<file path="config.mk">
export PLATFORM = sky130hd
export DESIGN_NAME = cbrt
export DESIGN_NICKNAME = d
export VERILOG_FILES = /design/src/rtl/cbrt_pkg.sv /design/src/rtl/cbrt_mul.sv /design/src/rtl/cbrt.sv
export SDC_FILE = /design/constraint.sdc
export NUM_CORES = 1
export LEC_CHECK = 0
export CAP_MARGIN = 40
export CORE_ASPECT_RATIO = 0.7
export CORE_MARGIN = 2
export CORE_UTILIZATION = 26
export DETAILED_ROUTE_END_ITERATION = 8
export SLEW_MARGIN = 20
export SYNTH_ARGS = -nofsm -noshare
export SYNTH_HDL_FRONTEND = slang
export SYNTH_HIERARCHICAL = 1
export SYNTH_SLANG_ARGS = --single-unit
export TNS_END_PERCENT = 30
</file>
<file path="constraint.sdc">
create_clock -name clk -period 3.25 [get_ports clk]
set_input_delay 0.325 -clock clk [delete_from_list [all_inputs] [get_ports clk]]
set_output_delay 0.325 -clock clk [all_outputs]
set_load 0.005 [all_outputs]
</file>
<file path="src/rtl/cbrt_pkg.sv">
// Shared constants and state encoding for the cube-root unit.
package cbrt_pkg;

    localparam int unsigned OpWidth   = 8;
    localparam int unsigned ProdWidth = 16;

    // Bit-serial schedule: three result bits, one per 3-bit group of the operand.
    localparam int unsigned ShiftFirst = 6;
    localparam int unsigned ShiftStep  = 3;
    localparam int unsigned ShiftLast  = 0;

    typedef enum logic [3:0] {
        StIdle     = 4'd0,
        StShift    = 4'd1,
        StMulStart = 4'd2,
        StMulWait  = 4'd3,
        StCalc     = 4'd4,
        StCmp      = 4'd5,
        StNext     = 4'd6
    } state_e;

endpackage

</file>
<file path="src/rtl/cbrt_mul.sv">
// 8x8 unsigned sequential shift-add multiplier: one partial product per cycle.
module mul (
    input  logic        clk,
    input  logic        rst,
    input  logic        start,
    input  logic [7:0]  a,
    input  logic [7:0]  b,
    output logic [15:0] y,
    output logic        busy
);

    logic [15:0] mcand_q;
    logic [7:0]  mplier_q;
    logic [15:0] acc_q;
    logic [3:0]  cnt_q;
    logic        busy_q;

    // Load operands on an accepted start, then shift-add for eight cycles.
    always_ff @(posedge clk or negedge rst) begin
        if (!rst) begin
            mcand_q  <= '0;
            mplier_q <= '0;
            acc_q    <= '0;
            cnt_q    <= '0;
            busy_q   <= 1'b0;
        end else if (start && !busy_q) begin
            mcand_q  <= {8'h00, a};
            mplier_q <= b;
            acc_q    <= '0;
            cnt_q    <= 4'd8;
            busy_q   <= 1'b1;
        end else if (busy_q) begin
            if (mplier_q[0]) begin
                acc_q <= acc_q + mcand_q;
            end
            mcand_q  <= mcand_q << 1;
            mplier_q <= mplier_q >> 1;
            cnt_q    <= cnt_q - 4'd1;
            // Last partial product lands on the same edge busy drops.
            if (cnt_q == 4'd1) begin
                busy_q <= 1'b0;
            end
        end
    end

    assign y    = acc_q;
    assign busy = busy_q;

endmodule

</file>
<file path="src/rtl/cbrt.sv">
// Sequential floor(cbrt(x)) for an 8-bit operand, restoring bit-serial algorithm.
module cbrt
    import cbrt_pkg::*;
(
    input  logic        clk,
    input  logic        rst,
    input  logic [7:0]  x_i,
    input  logic        start,
    output logic [2:0]  result,
    output logic        busy,
    output logic [3:0]  state_debug,
    output logic [3:0]  state_next_debug,
    output logic [15:0] buff_debug,
    output logic [15:0] buff_next_debug,
    output logic [15:0] x_debug,
    output logic [15:0] res_mul_debug
);

    state_e               state_q, state_d;
    logic [OpWidth-1:0]   y_q, y_d;
    logic [ProdWidth-1:0] x_q, x_d;
    logic [ProdWidth-1:0] buff_q, buff_d;
    logic [2:0]           s_q, s_d;
    logic [2:0]           result_q, result_d;
    logic                 mul_start;
    logic                 mul_busy;
    logic [ProdWidth-1:0] mul_y;

    mul u_mul (
        .clk   (clk),
        .rst   (rst),
        .start (mul_start),
        .a     (y_q),
        .b     (y_q + 8'd1),
        .y     (mul_y),
        .busy  (mul_busy)
    );

    // FSM state register.
    always_ff @(posedge clk or negedge rst) begin
        if (!rst) begin
            state_q <= StIdle;
        end else begin
            state_q <= state_d;
        end
    end

    // Datapath registers: accumulator, remainder, trial value, shift, result.
    always_ff @(posedge clk or negedge rst) begin
        if (!rst) begin
            y_q      <= '0;
            x_q      <= '0;
            buff_q   <= '0;
            s_q      <= '0;
            result_q <= '0;
        end else begin
            y_q      <= y_d;
            x_q      <= x_d;
            buff_q   <= buff_d;
            s_q      <= s_d;
            result_q <= result_d;
        end
    end

    // Next-state and datapath next values; every step runs, no early exit.
    always_comb begin
        state_d   = state_q;
        y_d       = y_q;
        x_d       = x_q;
        buff_d    = buff_q;
        s_d       = s_q;
        result_d  = result_q;
        mul_start = 1'b0;
        unique case (state_q)
            StIdle: begin
                if (start) begin
                    x_d     = {8'h00, x_i};
                    y_d     = '0;
                    s_d     = 3'(ShiftFirst);
                    state_d = StShift;
                end
            end
            StShift: begin
                y_d     = y_q << 1;
                state_d = StMulStart;
            end
            StMulStart: begin
                mul_start = 1'b1;
                state_d   = StMulWait;
            end
            StMulWait: begin
                if (!mul_busy) begin
                    state_d = StCalc;
                end
            end
            StCalc: begin
                // b = (3p + 1) << s using only shifts and adds.
                buff_d  = ((mul_y << 1) + mul_y + 16'd1) << s_q;
                state_d = StCmp;
            end
            StCmp: begin
                if (x_q >= buff_q) begin
                    x_d = x_q - buff_q;
                    y_d = y_q + 8'd1;
                end
                state_d = StNext;
            end
            StNext: begin
                if (s_q == 3'(ShiftLast)) begin
                    result_d = y_q[2:0];
                    state_d  = StIdle;
                end else begin
                    s_d     = s_q - 3'(ShiftStep);
                    state_d = StShift;
                end
            end
            default: state_d = StIdle;
        endcase
    end

    assign result           = result_q;
    assign busy             = (state_q != StIdle);
    assign state_debug      = state_q;
    assign state_next_debug = state_d;
    assign buff_debug       = buff_q;
    assign buff_next_debug  = buff_d;
    assign x_debug          = x_q;
    assign res_mul_debug    = mul_y;

endmodule

</file>
; ---- Word-level counts from Yosys, hierarchy flattened
; Index checks and enable logic that the tools add are counted.
[classes]
mul = 0
n_reduce_logical = 15
magnitude_cmp = 1
muxes = 27
shifts = 1
n_div = 0
addsub = 7
n_bitwise = 0
eq_ne = 10
[op_table]
columns = operator, count
row1 = 16-bit two-way mux, 8
row2 = 16-bit adder, 2
row3 = 8-bit two-way mux, 4
row4 = 16-bit case mux with 2 select lines, 1
row5 = 4-bit case mux with 7 select lines, 1
row6 = 8-bit case mux with 3 select lines, 1
row7 = 16-bit by 1-bit adder with 16-bit output (second input constant), 1
row8 = 16-bit greater-or-equal comparator, 1
row9 = 4-bit two-way mux, 4
row10 = 16-bit by 3-bit << shifter with 16-bit output, 1
row11 = 16-bit subtractor, 1
row12 = 4-bit by 3-bit equality test with 1-bit output (second input constant), 3
row13 = 3-bit AND reduction, 3
row14 = 8-bit by 1-bit adder with 8-bit output (second input constant), 1
row15 = 4-bit by 1-bit equality test with 1-bit output (second input constant), 2
row16 = 4-bit by 2-bit equality test with 1-bit output (second input constant), 2
row17 = 2-bit nonzero test, 4
row18 = 3-bit two-way mux, 2
row19 = 2-bit inequality test (second input constant), 3
row20 = 3-bit case mux with 2 select lines, 1
row21 = 1-bit two-way mux, 5
row22 = 4-bit logical NOT, 1
row23 = 2-bit AND reduction, 2
row24 = 4-bit nonzero test, 1
row25 = 6 further kinds, 6
[word_totals]
input_bits = 11
latchBits = 0
n_memories = 0
output_inout_bits = 76
reg_bits = 95
wordCells = 72
ramBits = 0
mem_bits_ro = 0

; ---- Longest topological paths before layout
; Gate-level depths: netlist of the first run.
[logic_depth]
word_depth = 5
depth_mapped = 13
ltp_nobuf = 12

; ---- Modules after synthesis
; Netlist of the first run, hierarchy kept.
[by_module_without_submodules]
columns = mod, n_inst, seq_area_each_um2, area_per_inst_um2, cells_each
row1 = cbrt, 1, 1251.2, 4302.9, 520
row2 = mul, 1, 1126.1, 2563.7, 256

; ---- Worst setup path before layout of the first run
; Ideal clock, no wire load.
[synth_path]
path_kind = reg-to-output
start = register u_mul.acc_q[0] (netlist: u_mul/y[0])
end = output buff_next_debug[11]
arrival_time_ns = 2.633
path_slack_ns = 0.292
n_path_buf = 0
required_ns = 2.925
stages_incl_launch_ff = 10
path_cell_list = dfrtp_1 > fa_1 > a21o_1 > a221oi_2 > nor2_1 > o41ai_2 > xnor2_1 > o22ai_2 > a211oi_1 > a2bb2oi_1
[synth_via]
elab_chain_cells = 4
[synth_rtl]
columns = element, line_no
row1 = from (decl), cbrt_mul.sv:14  ; logic [15:0] acc_q;
row2 = from (signal assigned), cbrt_mul.sv:34  ; acc_q <= acc_q + mcand_q;
row3 = 16-bit adder, cbrt.sv:98  ; buff_d = ((mul_y << 1) + mul_y + 16'd1) << s_q;
row4 = 16-bit by 1-bit adder with 16-bit output, cbrt.sv:98
row5 = 16-bit by 3-bit << shifter with 16-bit output, cbrt.sv:98
row6 = 16-bit two-way mux, cbrt.sv:74  ; unique case (state_q)
row7 = to (decl), cbrt.sv:14  ; output logic [15:0] buff_next_debug,
; No other way between the ends.

; ---- Worst setup path after layout of the first run
[layout_path]
start = register u_mul.acc_q[1] (netlist: u_mul/y[1])
end = output buff_next_debug[13]
; Same word-level chain as after synthesis.

==> impl_metrics.xml, run 1 <==
<?xml version="1.0" encoding="UTF-8"?>
<metrics>
  <group name="outcome">
    <metric name="outcome" unit="">complete, but fails checks</metric>
    <metric name="violated_checks" unit="">negative setup slack</metric>
  </group>
  <group name="finish">
    <metric name="n_antenna_cell" unit="">0</metric>
    <metric name="num-fill-cells" unit="">2582</metric>
    <metric name="register_area" unit="µm²">2379</metric>
    <metric name="post_route_cells_drive_above_1_share" unit="">0.1904</metric>
    <metric name="area_of_the_multi_input_gates" unit="µm²">4414</metric>
    <metric name="final_cell_mix" unit="">dfrtp_1, buf_4, nand2_1</metric>
    <metric name="layout.nets" unit="">995</metric>
    <metric name="post_layout_nonfiller_instances" unit="">1292</metric>
    <metric name="mostFrequentLayoutCell" unit="">dfrtp_1</metric>
    <metric name="fin_util" unit="">0.3607</metric>
    <metric name="areaGrowthSynthToFinish" unit="%">35.57</metric>
  </group>
  <group name="routing">
    <metric name="route.detailed.wl_per_inst" unit="µm">16.16</metric>
    <metric name="detail_route.wirelength" unit="mm">20.88</metric>
    <metric name="num_vias" unit="">6447</metric>
    <metric name="drt_pre_antenna_iters" unit="">5</metric>
    <metric name="final_antenna_net_count" unit="">0</metric>
    <metric name="initial_detailed_routing_violation_count" unit="">541</metric>
    <metric name="drc_errors" unit="">0</metric>
    <metric name="route.detailed.vias_per_inst" unit="">4.990</metric>
  </group>
  <group name="worst_setup_path">
    <metric name="critPathKind" unit="">reg2out</metric>
    <metric name="end_kind" unit="">output pin</metric>
    <metric name="crit_buf_inv" unit="">5</metric>
    <metric name="r2r-end" unit="">x_debug[2]</metric>
    <metric name="worst_ep_required_time" unit="ns">2.92</metric>
    <metric name="worst-r2r-setup-slack" unit="ns">0.23</metric>
    <metric name="crit_path_top_delay_cell" unit="">mux4_2</metric>
    <metric name="worst-endpoint-arrival" unit="ns">3.07</metric>
    <metric name="cpLargestDelayFamily" unit="">buffers and inverters</metric>
    <metric name="path_cells" unit="">buf_6, inv_1, ha_1, nand2b_4, a21oi_4, buf_4, o21ai_2, nand2_2, xor2_2, mux4_2, o22ai_2, a211oi_2, buf_4, dlygate4sd2_1</metric>
    <metric name="worst_path_largest_cell_delay" unit="ns">0.48</metric>
    <metric name="start_kind" unit="">flop</metric>
    <metric name="critPathMostFrequentCell" unit="">buf_4</metric>
    <metric name="crit_path_max_fanout" unit="">5</metric>
    <metric name="r2r_start" unit="">x_debug[0]</metric>
    <metric name="worst-r2r-cell-count" unit="">12</metric>
  </group>
  <group name="die">
    <metric name="fp.dieH" unit="µm">140.0</metric>
    <metric name="floorplan.die_area" unit="µm²">27750</metric>
    <metric name="rows" unit="">49</metric>
    <metric name="io_pins" unit="">87</metric>
    <metric name="initial_utilization" unit="">0.2660</metric>
    <metric name="die_w" unit="µm">198.2</metric>
    <metric name="core-area" unit="µm²">25810</metric>
  </group>
  <group name="sta">
    <metric name="worst_slew_margin_rel" unit="">0.4722</metric>
    <metric name="finalMaxSlewViolations" unit="">0</metric>
    <metric name="fin_hold_ws" unit="ns">0.4484</metric>
    <metric name="setup_viol" unit="">9</metric>
    <metric name="timing.final.hold_violations" unit="">0</metric>
    <metric name="post-route-min-period" unit="ns">3.396</metric>
    <metric name="post-route-period-util" unit="">1.045</metric>
    <metric name="worst_margin_slew" unit="ns">0.7834</metric>
    <metric name="timing.final.ws_setup" unit="ns">-0.1460</metric>
    <metric name="fmax" unit="GHz">0.2945</metric>
    <metric name="setup_repair_after_global_routing_missed_its_margin" unit="">true</metric>
    <metric name="final.setup_skew" unit="ns">0.01537</metric>
  </group>
  <group name="synth">
    <metric name="synth.cell_area" unit="µm²">6867</metric>
    <metric name="postSynth.asyncResetShare" unit="">1.000</metric>
    <metric name="synth_enable_flop_cells" unit="">0</metric>
    <metric name="synth_mux_area_frac" unit="">0.05521</metric>
    <metric name="synth_top_family_by_area" unit="">compound AO/OA/AOI/OAI gates</metric>
    <metric name="synth_cell_types" unit="">76</metric>
    <metric name="yosysSeqAreaShare" unit="">0.3462</metric>
    <metric name="avgSynthCellArea" unit="µm²">8.849</metric>
    <metric name="share_of_the_synthesized_netlist_area_taken_by_xor_and_xnor_gates" unit="">0.05466</metric>
    <metric name="postSynth.topFlopCell" unit="">dfrtp_1</metric>
    <metric name="synth-compound-area-share" unit="">0.2316</metric>
    <metric name="ys_seq_elements" unit="">95</metric>
    <metric name="count_of_mapped_cells_out_of_synthesis" unit="">776</metric>
    <metric name="synthAdderAreaFrac" unit="">0.1017</metric>
    <metric name="synth_simple_gate_area_frac" unit="">0.1552</metric>
    <metric name="synthesis.yosys.warnings" unit="">6</metric>
  </group>
  <group name="pwr">
    <metric name="cellPowerDensity" unit="nW/µm²">660.2</metric>
    <metric name="cellInternalPower" unit="mW">3.716</metric>
    <metric name="sequential_share_of_power" unit="">0.258</metric>
    <metric name="p_leak" unit="nW">4.190</metric>
    <metric name="design_power_total" unit="mW">6.145</metric>
    <metric name="switchingPower" unit="mW">2.430</metric>
    <metric name="power.share.clock" unit="">0.198</metric>
    <metric name="sw_frac_of_total" unit="">0.3953</metric>
    <metric name="ir_drop" unit="mV">0.3301</metric>
    <metric name="comb_power_share" unit="">0.544</metric>
  </group>
  <group name="clock_network">
    <metric name="insertion_delay" unit="ns">0.37</metric>
    <metric name="cts_tree" unit="">done</metric>
    <metric name="cts_max_path_buffers" unit="">2</metric>
    <metric name="cts.reportedPaths.clkPinSlew" unit="ns">0.07</metric>
    <metric name="numCtsBuffers" unit="">9</metric>
    <metric name="htree_num_levels" unit="">3</metric>
    <metric name="tritoncts_num_sinks" unit="">95</metric>
    <metric name="root_buffer" unit="">clkbuf_16</metric>
  </group>
  <group name="placed_design">
    <metric name="placed_cells_incl_taps" unit="">1254</metric>
    <metric name="post-dp-hpwl" unit="mm">15.75</metric>
    <metric name="portBuffers" unit="">85</metric>
    <metric name="place_congestion" unit="">0.8805</metric>
  </group>
  <group name="grt">
    <metric name="antenna_found_initial" unit="">0</metric>
    <metric name="grt_overflow_total" unit="">0</metric>
    <metric name="grt_pass1_wl" unit="mm">33.57</metric>
    <metric name="vias_in_the_first_global_route" unit="">6084</metric>
    <metric name="maximum_number_of_pins_on_one_net_before_global_route_repair" unit="">57</metric>
    <metric name="track_usage" unit="">0.1533</metric>
  </group>
  <group name="job">
    <metric name="maxCapViolCount" unit="">0</metric>
  </group>
  <group name="hold_path">
    <metric name="worst_min_delay_path_class" unit="">in2async</metric>
  </group>
</metrics>
synth_stat cells, drive strengths merged, types with 5 or more instances:
cell type  number  share of area
a211oi         11          0.013
a21o           18          0.020
a21oi          45          0.033
a22o            9          0.011
a22oi           8         0.0087
a31oi          15          0.016
a32o            5         0.0073
buf            10          0.010
clkbuf         25          0.021
dfrtp          95           0.35
ha             51          0.093
inv            42          0.023
mux2            5         0.0082
mux2i          30          0.044
nand2          83          0.045
nand2b          9         0.0082
nand3          18          0.013
nand4          10         0.0091
nor2           55          0.030
nor2b           6         0.0055
nor3           12         0.0087
o21a            6         0.0066
o21ai          84          0.061
or2             5         0.0046
or3            11          0.010
xnor2          23          0.029
xor2           19          0.025
per-layer routing:
metal  global-route usage  part of all wire
met2               0.2211              0.42
met4              0.03601             0.010
met5                    0                 0
met1               0.2319              0.50
met3              0.03154             0.070
power groups by stage:
stage / combinational, mW / clock [mW] / sequential [mW]
global route: 3.64 / 1.29 / 1.62
finish: 3.34 / 1.22 / 1.59
detailed placement: 2.96 / 0 / 1.59
CTS: 3.18 / 1.24 / 1.59
floorplan: 1.73 / 0 / 1.56
global placement: 2.92 / 0 / 1.59
registers in the layout, summed over array words and instances (netlist names), 4 cells and up:
name            flops
buff_debug         16
u_mul/mcand_q      16
u_mul/y            16
x_debug            16
u_mul/mplier_q      8
y_q                 8
state_debug         4
u_mul/cnt_q         4
logic make-up (layout without fill, tap and decap cells):
logic type,count (synthesis),count (layout)
xor gates and xnor gates,42,42
and+or+nand+nor,228,228
AOI/OAI and AO/OA,242,242
other,1,2
DFF,95,95
buffers and inverters,78,236
muxes,36,36
adders and majority gates,54,54
worst reg2reg max path: stages (launching register included):
cell	delay (ns)
dfrtp_1	0.39
inv_1	0.08
ha_1	0.17
inv_1	0.06
fa_1	0.40
a21o_1	0.18
a21oi_1	0.19
o21ai_1	0.15
a2111o_1	0.45
a21oi_2	0.16
o21ai_1	0.12
buf_4	0.22
mux2_1	0.31
metrics by stage:
| stage | TNS, ns | worst slack, ns | area, µm² |
|---|---|---|---|
| after floorplan | 0 | 0.2920 | 6870 |
| after global placement | -0.9812 | -0.3274 | 8471 |
| after detailed placement | -1.213 | -0.3097 | 8491 |
| after CTS | -1.299 | -0.1876 | 9121 |
| after global routing | -2.345 | -0.2918 | 9309 |
| final | -0.8480 | -0.1460 | 9309 |
area by class of cell:
type	instances	share of cell area
multi-input cells	604	0.4742
flip-flops and latches	95	0.2555
repair buffers	177	0.1694
well taps	357	0.04798
clock buffers	10	0.02567
inverters	43	0.01734
clock inverters	6	0.009946
worst max-delay path by stage:
| stage | cells after the start | slack [ns] | to | from |
|---|---|---|---|---|
| final | 14 | -0.15 | buff_next_debug[13] | u_mul/y[1] |
| after global routing | 12 | -0.29 | buff_next_debug[13] | u_mul/y[0] |
| after CTS | 11 | -0.19 | buff_next_debug[5] | u_mul/y[0] |
| after detailed placement | 10 | -0.31 | buff_next_debug[11] | u_mul/y[0] |
| after global placement | 10 | -0.33 | buff_next_debug[11] | u_mul/y[0] |
| after floorplan | 9 | 0.29 | buff_next_debug[11] | u_mul/y[0] |
what timing repair did:
| action | in CTS | in global routing |
|---|---|---|
| setup buffers | 14 | 6 |
| pin swaps | 38 | 14 |
| endpoints found under the setup margin | 12 | 12 |
| endpoints found under the hold margin | 0 | 26 |
| gates resized for setup | 57 | 22 |
| hold buffers | 0 | 1 |
(Power assumes the default switching activity.)
==> run 2: changes to the inputs <==
Settings changed: ABC_CLOCK_PERIOD_IN_PS set to 3250, CTS_CLUSTER_SIZE set to 20, PLACE_DENSITY set to 0.54.
==> impl_metrics.xml, run 2 (same netlist as run 1, synthesis figures left out) <==
<?xml version="1.0" encoding="UTF-8"?>
<metrics>
  <group name="routing">
    <metric name="drc_errors" unit="">0</metric>
    <metric name="route.detailed.wl_per_inst" unit="µm">15.89</metric>
    <metric name="final_antenna_net_count" unit="">0</metric>
    <metric name="route.detailed.vias_per_inst" unit="">4.830</metric>
    <metric name="num_vias" unit="">6260</metric>
    <metric name="detail_route.wirelength" unit="mm">20.60</metric>
    <metric name="drt_pre_antenna_iters" unit="">5</metric>
    <metric name="initial_detailed_routing_violation_count" unit="">436</metric>
  </group>
  <group name="finish">
    <metric name="final_cell_mix" unit="">dfrtp_1, buf_4, nand2_1</metric>
    <metric name="post_layout_nonfiller_instances" unit="">1296</metric>
    <metric name="post_route_cells_drive_above_1_share" unit="">0.2141</metric>
    <metric name="layout.nets" unit="">1000</metric>
    <metric name="num-fill-cells" unit="">2630</metric>
    <metric name="n_antenna_cell" unit="">0</metric>
    <metric name="areaGrowthSynthToFinish" unit="%">36.97</metric>
    <metric name="mostFrequentLayoutCell" unit="">dfrtp_1</metric>
    <metric name="final_cell_area" unit="µm²">9405</metric>
  </group>
  <group name="placed_design">
    <metric name="place_congestion" unit="">0.8589</metric>
    <metric name="portBuffers" unit="">85</metric>
    <metric name="placed_cells_incl_taps" unit="">1261</metric>
    <metric name="dpl-instance-area" unit="µm²">8534</metric>
    <metric name="post-dp-hpwl" unit="mm">15.52</metric>
  </group>
  <group name="worst_setup_path">
    <metric name="worst-r2r-setup-slack" unit="ns">0.19</metric>
    <metric name="worst-endpoint-arrival" unit="ns">3.07</metric>
    <metric name="critPathMostFrequentCell" unit="">buf_4</metric>
    <metric name="worst_path_largest_cell_delay" unit="ns">0.45</metric>
    <metric name="start_kind" unit="">flop</metric>
    <metric name="r2r-end" unit="">x_debug[2]</metric>
    <metric name="r2r_start" unit="">x_debug[0]</metric>
    <metric name="worst_ep_required_time" unit="ns">2.92</metric>
    <metric name="end_kind" unit="">output pin</metric>
    <metric name="crit_path_max_fanout" unit="">4</metric>
    <metric name="worst-r2r-cell-count" unit="">11</metric>
    <metric name="critPathKind" unit="">reg2out</metric>
    <metric name="path_cells" unit="">ha_4, buf_4, buf_4, nand4_1, a21oi_2, nor2_1, xnor2_1, buf_4, mux2i_2, mux2i_1, buf_4, a31oi_2, o221ai_2, dlygate4sd2_1</metric>
    <metric name="crit_path_top_delay_cell" unit="">dfrtp_2</metric>
  </group>
  <group name="clock_network">
    <metric name="cts_tree" unit="">done</metric>
    <metric name="root_buffer" unit="">clkbuf_16</metric>
    <metric name="tritoncts_num_sinks" unit="">95</metric>
    <metric name="cts.reportedPaths.clkPinSlew" unit="ns">0.07</metric>
    <metric name="htree_num_levels" unit="">3</metric>
    <metric name="insertion_delay" unit="ns">0.35</metric>
    <metric name="numCtsBuffers" unit="">9</metric>
    <metric name="cts_max_path_buffers" unit="">2</metric>
  </group>
  <group name="grt">
    <metric name="antenna_found_initial" unit="">0</metric>
    <metric name="track_usage" unit="">0.1508</metric>
    <metric name="maximum_number_of_pins_on_one_net_before_global_route_repair" unit="">57</metric>
    <metric name="vias_in_the_first_global_route" unit="">6090</metric>
    <metric name="grt_pass1_wl" unit="mm">33.13</metric>
    <metric name="grt_overflow_total" unit="">0</metric>
  </group>
  <group name="job">
    <metric name="maxCapViolCount" unit="">0</metric>
  </group>
  <group name="pwr">
    <metric name="cellPowerDensity" unit="nW/µm²">657.7</metric>
    <metric name="ir_drop" unit="mV">0.2489</metric>
    <metric name="design_power_total" unit="mW">6.186</metric>
    <metric name="p_leak" unit="nW">4.219</metric>
  </group>
  <group name="sta">
    <metric name="worst_margin_slew" unit="ns">0.8357</metric>
    <metric name="fmax" unit="GHz">0.2942</metric>
    <metric name="post-route-period-util" unit="">1.046</metric>
    <metric name="setup_viol" unit="">9</metric>
    <metric name="setup_repair_after_global_routing_missed_its_margin" unit="">true</metric>
    <metric name="final.setup_skew" unit="ns">0.01055</metric>
    <metric name="post-route-min-period" unit="ns">3.399</metric>
    <metric name="timing.final.hold_violations" unit="">0</metric>
    <metric name="worst_slew_margin_rel" unit="">0.4408</metric>
    <metric name="finalMaxSlewViolations" unit="">0</metric>
    <metric name="timing.final.ws_setup" unit="ns">-0.1489</metric>
  </group>
  <group name="die">
    <metric name="core-area" unit="µm²">25810</metric>
    <metric name="fp.dieH" unit="µm">140.0</metric>
    <metric name="rows" unit="">49</metric>
    <metric name="floorplan.die_area" unit="µm²">27750</metric>
    <metric name="io_pins" unit="">87</metric>
    <metric name="die_w" unit="µm">198.2</metric>
    <metric name="initial_utilization" unit="">0.2660</metric>
  </group>
  <group name="outcome">
    <metric name="outcome" unit="">complete, but fails checks</metric>
    <metric name="violated_checks" unit="">negative setup slack</metric>
  </group>
  <group name="hold_path">
    <metric name="worst_min_delay_path_class" unit="">in2async</metric>
  </group>
</metrics>
[run 2: final cells by class]
class,instances,area (µm²),area share
timing repair buffer,182,1605,0.1707
tap,357,446.7,0.04749
clock buffer,11,252.7,0.02687
multi-input combinational,604,4506,0.4790
inverter,43,161.4,0.01716
sequential,95,2381,0.2532
clock inverter,4,52.55,0.005587
[run 2: layer usage]
layer  part of all wire  global-route usage
met2               0.41              0.2172
met5                  0                   0
met3              0.053             0.02793
met4              0.017             0.04195
met1               0.52              0.2276
[run 2: repair_timing]
action                                  CTS  global route
pin swaps                                44            16
hold endpoints to repair                  0            24
gates resized for setup                  86            28
endpoints found under the setup margin   12            13
buffers inserted                         19             1
hold buffers                              0             1
[run 2: worst max path at each step]
stage / start / endpoint / slack (ns) / depth (start not counted)
after floorplan: u_mul/y[0] / buff_next_debug[11] / 0.29 / 9
after global placement: u_mul/y[8] / buff_next_debug[15] / -0.31 / 11
final: u_mul/y[5] / buff_next_debug[12] / -0.15 / 14
after CTS: u_mul/y[2] / buff_next_debug[7] / -0.19 / 11
after detailed placement: u_mul/y[2] / buff_next_debug[11] / -0.35 / 10
after global routing: u_mul/y[5] / buff_next_debug[12] / -0.27 / 14
[run 2: worst max-delay path, delay by kind of cell, from the launching register on]
family | cells | cell delay [ns]
AOI/OAI and AO/OA | 3 | 0.54
xor gates and xnor gates | 1 | 0.13
adders and majority gates | 1 | 0.28
buffers and inverters | 5 | 0.82
DFF | 1 | 0.45
muxes | 2 | 0.28
and+or+nand+nor | 2 | 0.21
[run 2: where the power goes]
group | switching, mW | internal, mW | total (mW)
clock network | 0.486 | 0.638 | 1.12
logic | 1.75 | 1.73 | 3.47
registers | 0.224 | 1.36 | 1.59
[run 2: metrics by stage]
stage | hold WS [ns] | util | worst slack (ns) | setup TNS (ns)
after global placement | 0.4590 | 0.3305 | -0.3140 | -1.326
after global routing | 0.4672 | 0.3644 | -0.2704 | -2.044
final | 0.4436 | 0.3644 | -0.1489 | -0.7528
after CTS | 0.07509 | 0.3578 | -0.1918 | -1.333
after detailed placement | 0.4574 | 0.3307 | -0.3486 | -1.618
after floorplan | 0.02941 | - | 0.2920 | 0
